--- src/rtl/mul_acc_unit_if.sv ---
// mul_acc_unit_if: execute-stage start/ready handshake bundle for the multiply-accumulate unit
interface mul_acc_unit_if #(parameter int WIDTH = 32);
  logic               start_i;
  logic               annul_i;
  logic               signed_i;
  logic [1:0]         op_i;
  logic [WIDTH-1:0]   opdata1_i;
  logic [WIDTH-1:0]   opdata2_i;
  logic [2*WIDTH-1:0] acc_i;
  logic [2*WIDTH-1:0] result_o;
  logic               ready_o;
  logic               busy_o;
  modport master (
    output start_i, annul_i, signed_i, op_i, opdata1_i, opdata2_i, acc_i,
    input  result_o, ready_o, busy_o
  );
  modport slave (
    input  start_i, annul_i, signed_i, op_i, opdata1_i, opdata2_i, acc_i,
    output result_o, ready_o, busy_o
  );
endinterface

--- src/rtl/mul_acc_unit.sv ---
// mul_acc_unit: iterative shift-add multiply with optional accumulate/subtract into HI/LO
module mul_acc_unit #(
  parameter int WIDTH      = 32,
  parameter bit EARLY_ZERO = 1'b1
) (
  input  logic          clk,
  input  logic          rst,
  mul_acc_unit_if.slave bus
);
  localparam int CW = $clog2(WIDTH) + 1;
  localparam int W2 = 2 * WIDTH;
  localparam logic [CW-1:0] LAST = CW'(WIDTH - 1);
  typedef enum logic [1:0] {IDLE, CALC, ACC, DONE} state_t;
  state_t          r_state, w_next;
  logic [CW-1:0]   r_cnt;
  logic [1:0]      r_op;
  logic            r_neg;
  logic [W2-1:0]   r_acc, r_prod, r_mcand, r_result;
  logic [WIDTH-1:0] r_mplier;
  logic [WIDTH-1:0] w_mag1, w_mag2;
  logic [W2-1:0]   w_p, w_r;
  logic            w_cap, w_zero, w_last, w_ready, w_busy;
  assign w_cap  = bus.start_i && !bus.annul_i;
  assign w_zero = EARLY_ZERO && (bus.opdata1_i == '0 || bus.opdata2_i == '0);
  assign w_last = r_cnt == LAST;
  assign w_mag1 = (bus.signed_i && bus.opdata1_i[WIDTH-1]) ? -bus.opdata1_i : bus.opdata1_i;
  assign w_mag2 = (bus.signed_i && bus.opdata2_i[WIDTH-1]) ? -bus.opdata2_i : bus.opdata2_i;
  assign w_p    = r_neg ? ~r_prod + 1'b1 : r_prod;
  assign w_r    = (r_op == 2'b01) ? r_acc + w_p : (r_op == 2'b10) ? r_acc - w_p : w_p;
  assign bus.result_o = r_result;
  assign bus.ready_o  = w_ready;
  assign bus.busy_o   = w_busy;
  // state register
  always_ff @(posedge clk)
    if (rst) r_state <= IDLE;
    else     r_state <= w_next;
  // next-state and handshake outputs; annul pulls any active operation back to idle
  always_comb begin
    w_next  = r_state;
    w_busy  = r_state != IDLE;
    w_ready = r_state == DONE;
    case (r_state)
      IDLE:    w_next = w_cap ? (w_zero ? ACC : CALC) : IDLE;
      CALC:    w_next = bus.annul_i ? IDLE : (w_last ? ACC : CALC);
      ACC:     w_next = bus.annul_i ? IDLE : DONE;
      default: w_next = (bus.annul_i || !bus.start_i) ? IDLE : DONE;
    endcase
  end
  // datapath: capture magnitudes, shift-add one multiplier bit per cycle, then sign-fix and accumulate
  always_ff @(posedge clk) begin
    if (rst) begin
      r_cnt    <= '0;
      r_op     <= '0;
      r_neg    <= 1'b0;
      r_acc    <= '0;
      r_prod   <= '0;
      r_mcand  <= '0;
      r_mplier <= '0;
      r_result <= '0;
    end else if (r_state != IDLE && bus.annul_i) begin
      r_result <= '0;
    end else begin
      case (r_state)
        IDLE: if (w_cap) begin
          r_op     <= bus.op_i;
          r_neg    <= bus.signed_i & (bus.opdata1_i[WIDTH-1] ^ bus.opdata2_i[WIDTH-1]);
          r_acc    <= bus.acc_i;
          r_mcand  <= {{WIDTH{1'b0}}, w_mag1};
          r_mplier <= w_mag2;
          r_cnt    <= '0;
          r_prod   <= '0;
        end
        CALC: begin
          if (r_mplier[0]) r_prod <= r_prod + r_mcand;
          r_mcand  <= r_mcand << 1;
          r_mplier <= r_mplier >> 1;
          r_cnt    <= r_cnt + 1'b1;
        end
        ACC:     r_result <= w_r;
        default: ;
      endcase
    end
  end
endmodule

--- src/flat_wrapper.sv ---
// flat-port wrapper written by rule: the top's interface ports become plain ports
module mul_acc_unit_flat 
#(
  parameter int WIDTH      = 32,
  parameter bit EARLY_ZERO = 1'b1
)
  (clk, rst, bus_start_i, bus_annul_i, bus_signed_i, bus_op_i, bus_opdata1_i, bus_opdata2_i, bus_acc_i, bus_result_o, bus_ready_o, bus_busy_o);
  mul_acc_unit_if #(.WIDTH(WIDTH)) bus_i ();
  input  logic clk;
  input  logic rst;
  input wire logic [$bits(bus_i.start_i)-1:0] bus_start_i;
  input wire logic [$bits(bus_i.annul_i)-1:0] bus_annul_i;
  input wire logic [$bits(bus_i.signed_i)-1:0] bus_signed_i;
  input wire logic [$bits(bus_i.op_i)-1:0] bus_op_i;
  input wire logic [$bits(bus_i.opdata1_i)-1:0] bus_opdata1_i;
  input wire logic [$bits(bus_i.opdata2_i)-1:0] bus_opdata2_i;
  input wire logic [$bits(bus_i.acc_i)-1:0] bus_acc_i;
  output wire logic [$bits(bus_i.result_o)-1:0] bus_result_o;
  output wire logic [$bits(bus_i.ready_o)-1:0] bus_ready_o;
  output wire logic [$bits(bus_i.busy_o)-1:0] bus_busy_o;
  assign bus_i.start_i = bus_start_i;
  assign bus_i.annul_i = bus_annul_i;
  assign bus_i.signed_i = bus_signed_i;
  assign bus_i.op_i = bus_op_i;
  assign bus_i.opdata1_i = bus_opdata1_i;
  assign bus_i.opdata2_i = bus_opdata2_i;
  assign bus_i.acc_i = bus_acc_i;
  assign bus_result_o = bus_i.result_o;
  assign bus_ready_o = bus_i.ready_o;
  assign bus_busy_o = bus_i.busy_o;
  mul_acc_unit #(.WIDTH(WIDTH), .EARLY_ZERO(EARLY_ZERO)) u_core (.clk(clk), .rst(rst), .bus(bus_i));
endmodule
--- config.mk ---
export PLATFORM = sky130hd
export DESIGN_NAME = mul_acc_unit_flat
export DESIGN_NICKNAME = d
export VERILOG_FILES = /design/src/rtl/mul_acc_unit_if.sv /design/src/rtl/mul_acc_unit.sv /design/src/flat_wrapper.sv
export SDC_FILE = /design/constraint.sdc
export NUM_CORES = 1
export LEC_CHECK = 0
export ABC_CLOCK_PERIOD_IN_PS = 15300
export CORE_ASPECT_RATIO = 1.5
export CORE_UTILIZATION = 60
export DETAILED_ROUTE_END_ITERATION = 8
export PLACE_DENSITY_LB_ADDON = 0.15
export SLEW_MARGIN = 20
export SYNTH_ARGS = -nofsm -noshare
export SYNTH_HDL_FRONTEND = slang
export SYNTH_SLANG_ARGS = --single-unit
--- constraint.sdc ---
create_clock -name clk -period 15.3 [get_ports clk]
set_clock_uncertainty 0.15 [all_clocks]
set_input_delay 3.06 -clock clk [delete_from_list [all_inputs] [get_ports clk]]
set_output_delay 3.06 -clock clk [all_outputs]
set_load 0.03 [all_outputs]
==> impl_metrics.sql <==
INSERT INTO impl_metrics (metric_group, metric, value, unit) VALUES
('outcome', 'status', 'finished, final reports clean', ''),
('grt', 'global_route_wire_length_before_repair', '150', 'mm'),
('cells_and_area', 'synthesis_to_finish_area_growth', '11.9', '%'),
('place', 'placement.io_buffers', '200', ''),
('synthesis', 'yosys.area_share.xor_xnor', '6.67', '%'),
('setup_path', 'crit_path_start_kind', 'register', ''),
('synthesis', 'number_of_flip_flops_and_latches_in_the_synthesized_netlist', '299', ''),
('clocking', 'cts_tree', 'built', ''),
('setup_path', 'worstSetupPathDepth', '18', ''),
('setup_path', 'crit_path_end_kind', 'register', ''),
('hold_path', 'hold_path_class', 'register to register', ''),
('synthesis', 'yosys.cell_count.top_type', 'sky130_fd_sc_hd__a21oi_1', ''),
('setup_path', 'timing.critical_path.slowest_stage_cell', 'sky130_fd_sc_hd__o21ai_0', ''),
('clocking', 'clk_slew_on_worst_s_h_paths', '70', 'ps'),
('synthesis', 'post_synthesis_simple_gate_area_fraction', '22.4', '%'),
('floorplan', 'die_height', '259', 'um'),
('clocking', 'clock_tree.htree_level_count', '1', ''),
('hold_path', 'worst_hold_path_cell_count', '2', ''),
('synthesis', 'synthesis.area', '0.0264', 'mm2'),
('synthesis', 'post_synth_num_cell_types', '89', ''),
('sta', 'maxSlewViolCount', '0', ''),
('grt', 'grt_start_max_net_pins', '91', ''),
('clocking', 'cts_inserted_buffers', '31', ''),
('cells_and_area', 'layout-drive-gt1-share', '4.03', '%'),
('synthesis', 'synth.yosys.warnings', '0', ''),
('drt', 'first_iter_violations', '3317', ''),
('synthesis', 'synth_common_cells', 'sky130_fd_sc_hd__a21oi_1 (456), sky130_fd_sc_hd__nor2_1 (448), sky130_fd_sc_hd__nand2_1 (378)', ''),
('sta', 'maxSlewHeadroom', '22.0', '%'),
('clocking', 'clockBufferDepth', '3', ''),
('clocking', 'post_cts.repair.setup_buffers', '0', ''),
('place', 'hpwlAfterDp', '71.0', 'mm'),
('pwr', 'static-leakage-power', '0.0119', 'uW'),
('synthesis', 'yosys-top-cells-area', 'sky130_fd_sc_hd__dfxtp_1 (23%), sky130_fd_sc_hd__a21oi_1 (8.7%), sky130_fd_sc_hd__ha_1 (8.6%), sky130_fd_sc_hd__nor2_1 (6.4%), sky130_fd_sc_hd__nand2_1 (5.4%)', ''),
('synthesis', 'synth_top_cell_area_share', '22.7', '%'),
('setup_path', 'count_of_buffer_and_inverter_cells_on_the_critical_path', '2', ''),
('drt', 'antenna_left', '0', ''),
('sta', 'share_of_the_cycle_needed_by_the_critical_path_after_routing', '45.3', '%'),
('cells_and_area', 'nets', '4066', ''),
('setup_path', 'crit_path_required_time', '15620', 'ps'),
('synthesis', 'post_synthesis_average_cell_area', '7.05', 'um2'),
('drt', 'post_drt_wl_per_cell', '22.0', 'um'),
('setup_path', 'path_cells', 'buf_4 > inv_1 > a21oi_1 > xor2_1 > ha_1 > and3_1 > nand3_1 > nor2_1 > nor2_1 > o31a_1 > o21ai_0 > a21oi_1 > o21ai_0 > a41oi_1 > nor2_1 > a21oi_1 > o21ai_0 > o21ai_1', ''),
('pwr', 'ir_drop', '84.2', 'uV'),
('flow_run', 'maxCapViolations', '0', ''),
('synthesis', 'synth-edff-count', '0', ''),
('drt', 'via_count', '29400', ''),
('place', 'pre_cts_slack', '8790', 'ps'),
('synthesis', 'post_synth_inst_count', '3742', ''),
('synthesis', 'synth.yosys.seq_area_share', '22.7', '%'),
('synthesis', 'yosysTopAreaCell', 'sky130_fd_sc_hd__dfxtp_1', ''),
('floorplan', 'fp.dieArea', '0.0448', 'mm2'),
('floorplan', 'row_count', '93', ''),
('synthesis', 'postSynth.topFlopCell', 'sky130_fd_sc_hd__dfxtp_1', ''),
('floorplan', 'design.portCount', '201', ''),
('sta', 'finalHoldViolCount', '0', ''),
('sta', 'max_freq', '144', 'MHz'),
('sta', 'fin_setup_tns', '0', 'ps'),
('grt', 'grt_remaining_overflow', '0', ''),
('place', 'gp_routability_congestion', '1.03', ''),
('synthesis', 'synth_top_family_by_area', 'compound AO/OA/AOI/OAI gates', ''),
('setup_path', 'worst-path-max-fanout', '34', ''),
('drt', 'route.final.wire_length', '95.7', 'mm'),
('setup_path', 'cpPeakStageDelay', '800', 'ps'),
('synthesis', 'postSynthNetCount', '4061', ''),
('synthesis', 'synth-adder-area-share', '8.82', '%'),
('grt', 'via_count_of_the_first_global_routing_pass', '28100', ''),
('clocking', 'clk_root_buffer_cell', 'sky130_fd_sc_hd__clkbuf_16', ''),
('drt', 'drt_pre_antenna_iters', '6', ''),
('sta', 'rsz0062_at_grt', 'no', ''),
('drt', 'post_drt_via_cell_ratio', '6.78', ''),
('drt', 'drcViolationCount', '0', '');
## metal layers
| layer | vias up | global-route usage [%] | routed length (um) |
|---|---|---|---|
| met5 | - | 0 | 0 |
| met4 | 0 | 24.1 | 5850 |
| met3 | 413 | 7.23 | 8500 |
| met2 | 1698 | 72.1 | 45300 |
| li1 | 13700 | - | - |
| met1 | 13700 | 47.4 | 36000 |
## cells in the final DEF (no fill, tap or decap), types with 23 or more instances in the layout
cell type / Yosys / routed
sky130_fd_sc_hd__nand2_1: 378 / 376
sky130_fd_sc_hd__nand3_1: 89 / 89
sky130_fd_sc_hd__a22o_1: 25 / 25
sky130_fd_sc_hd__a22oi_1: 51 / 51
sky130_fd_sc_hd__nor2_1: 448 / 443
sky130_fd_sc_hd__o21bai_1: 42 / 42
sky130_fd_sc_hd__a31oi_1: 40 / 40
sky130_fd_sc_hd__a21o_1: 96 / 96
sky130_fd_sc_hd__clkbuf_16: 0 / 31
sky130_fd_sc_hd__or3_1: 50 / 50
sky130_fd_sc_hd__o41ai_1: 23 / 23
sky130_fd_sc_hd__and3_1: 24 / 24
sky130_fd_sc_hd__nand4_1: 38 / 38
sky130_fd_sc_hd__buf_4: 0 / 26
sky130_fd_sc_hd__o31ai_1: 46 / 46
sky130_fd_sc_hd__clkdlybuf4s50_1: 0 / 199
sky130_fd_sc_hd__xnor2_1: 116 / 116
sky130_fd_sc_hd__nor3_1: 80 / 80
sky130_fd_sc_hd__a211oi_1: 89 / 89
sky130_fd_sc_hd__o211ai_1: 28 / 28
sky130_fd_sc_hd__dfxtp_1: 299 / 296
sky130_fd_sc_hd__nor4_1: 30 / 30
sky130_fd_sc_hd__a21oi_1: 456 / 454
sky130_fd_sc_hd__inv_1: 144 / 144
sky130_fd_sc_hd__xor2_1: 83 / 83
sky130_fd_sc_hd__nand2b_1: 32 / 30
sky130_fd_sc_hd__o21ai_0: 233 / 233
sky130_fd_sc_hd__ha_1: 181 / 181
## registers in the layout (all words and copies together) (netlist names)
register             count
u_core.r_mcand          64
u_core.r_acc            64
u_core.r_prod           64
u_core.r_neg             1
u_core.r_mplier         32
u_core.r_op              2
u_core.r_state           2
u_core.bus.result_o     64
u_core.r_cnt             6
## worst reg2reg max path, stage by stage, from the launching register on
cell and delay (ps):
sky130_fd_sc_hd__dfxtp_2 770, sky130_fd_sc_hd__buf_4 430, sky130_fd_sc_hd__inv_1 400, sky130_fd_sc_hd__a21oi_1 280
sky130_fd_sc_hd__xor2_1 530, sky130_fd_sc_hd__ha_1 400, sky130_fd_sc_hd__and3_1 250, sky130_fd_sc_hd__nand3_1 90
sky130_fd_sc_hd__nor2_1 200, sky130_fd_sc_hd__nor2_1 130, sky130_fd_sc_hd__o31a_1 330, sky130_fd_sc_hd__o21ai_0 800
sky130_fd_sc_hd__a21oi_1 440, sky130_fd_sc_hd__o21ai_0 580, sky130_fd_sc_hd__a41oi_1 300, sky130_fd_sc_hd__nor2_1 150
sky130_fd_sc_hd__a21oi_1 50, sky130_fd_sc_hd__o21ai_0 400, sky130_fd_sc_hd__o21ai_1 120
## stage by stage
stage / cell area, um2 / utilization [%] / power (uW) / cells
after floorplan: 26400 / - / 1180 / 3742
after global placement: 28400 / 65.8 / 1330 / 4284
after detailed placement: 28400 / 65.8 / 1340 / 4284
after CTS: 29500 / 68.4 / 2170 / 4339
after global routing: 29500 / 68.4 / 2260 / 4339
final: 29500 / 68.4 / 2180 / 4340
## layout make-up
class,count,area [um2],area share [%]
multi-input combinational,3042,19000,64.2
sequential,299,5990,20.3
timing repair buffer,226,2200,7.45
clock buffer,34,807,2.73
tap,570,713,2.42
inverter,147,552,1.87
clock inverter,21,290,0.984
antenna,1,2.50,0.00848
## cell families (layout without fill, tap and decap cells)
group                      Yosys count  in the layout
AOI/OAI and AO/OA                 1361           1361
and+or+nand+nor                   1286           1286
buffers and inverters              401            428
DFF                                299            299
xor gates and xnor gates           200            200
adders and majority gates          184            184
muxes                               11             11
other                                0              1
## final timing paths
path | slack (ps) | to | startpoint
hold reg to reg | 300 | u_core.bus.result_o[3] | u_core.bus.result_o[3]
setup / recovery | 8370 | u_core.bus.result_o[51] | u_core.r_neg
hold / removal | 300 | u_core.bus.result_o[3] | u_core.bus.result_o[3]
setup reg to reg | 8370 | u_core.bus.result_o[51] | u_core.r_neg
## power breakdown
group          leakage [uW]  internal [uW]  total [uW]  switching [uW]
registers           0.00242            799         825            26.1
logic               0.00897            193         524             330
clock network      0.000543            484         832             348
total                0.0119           1480        2180             704
No activity file was read; power rests on OpenSTA's default activity.
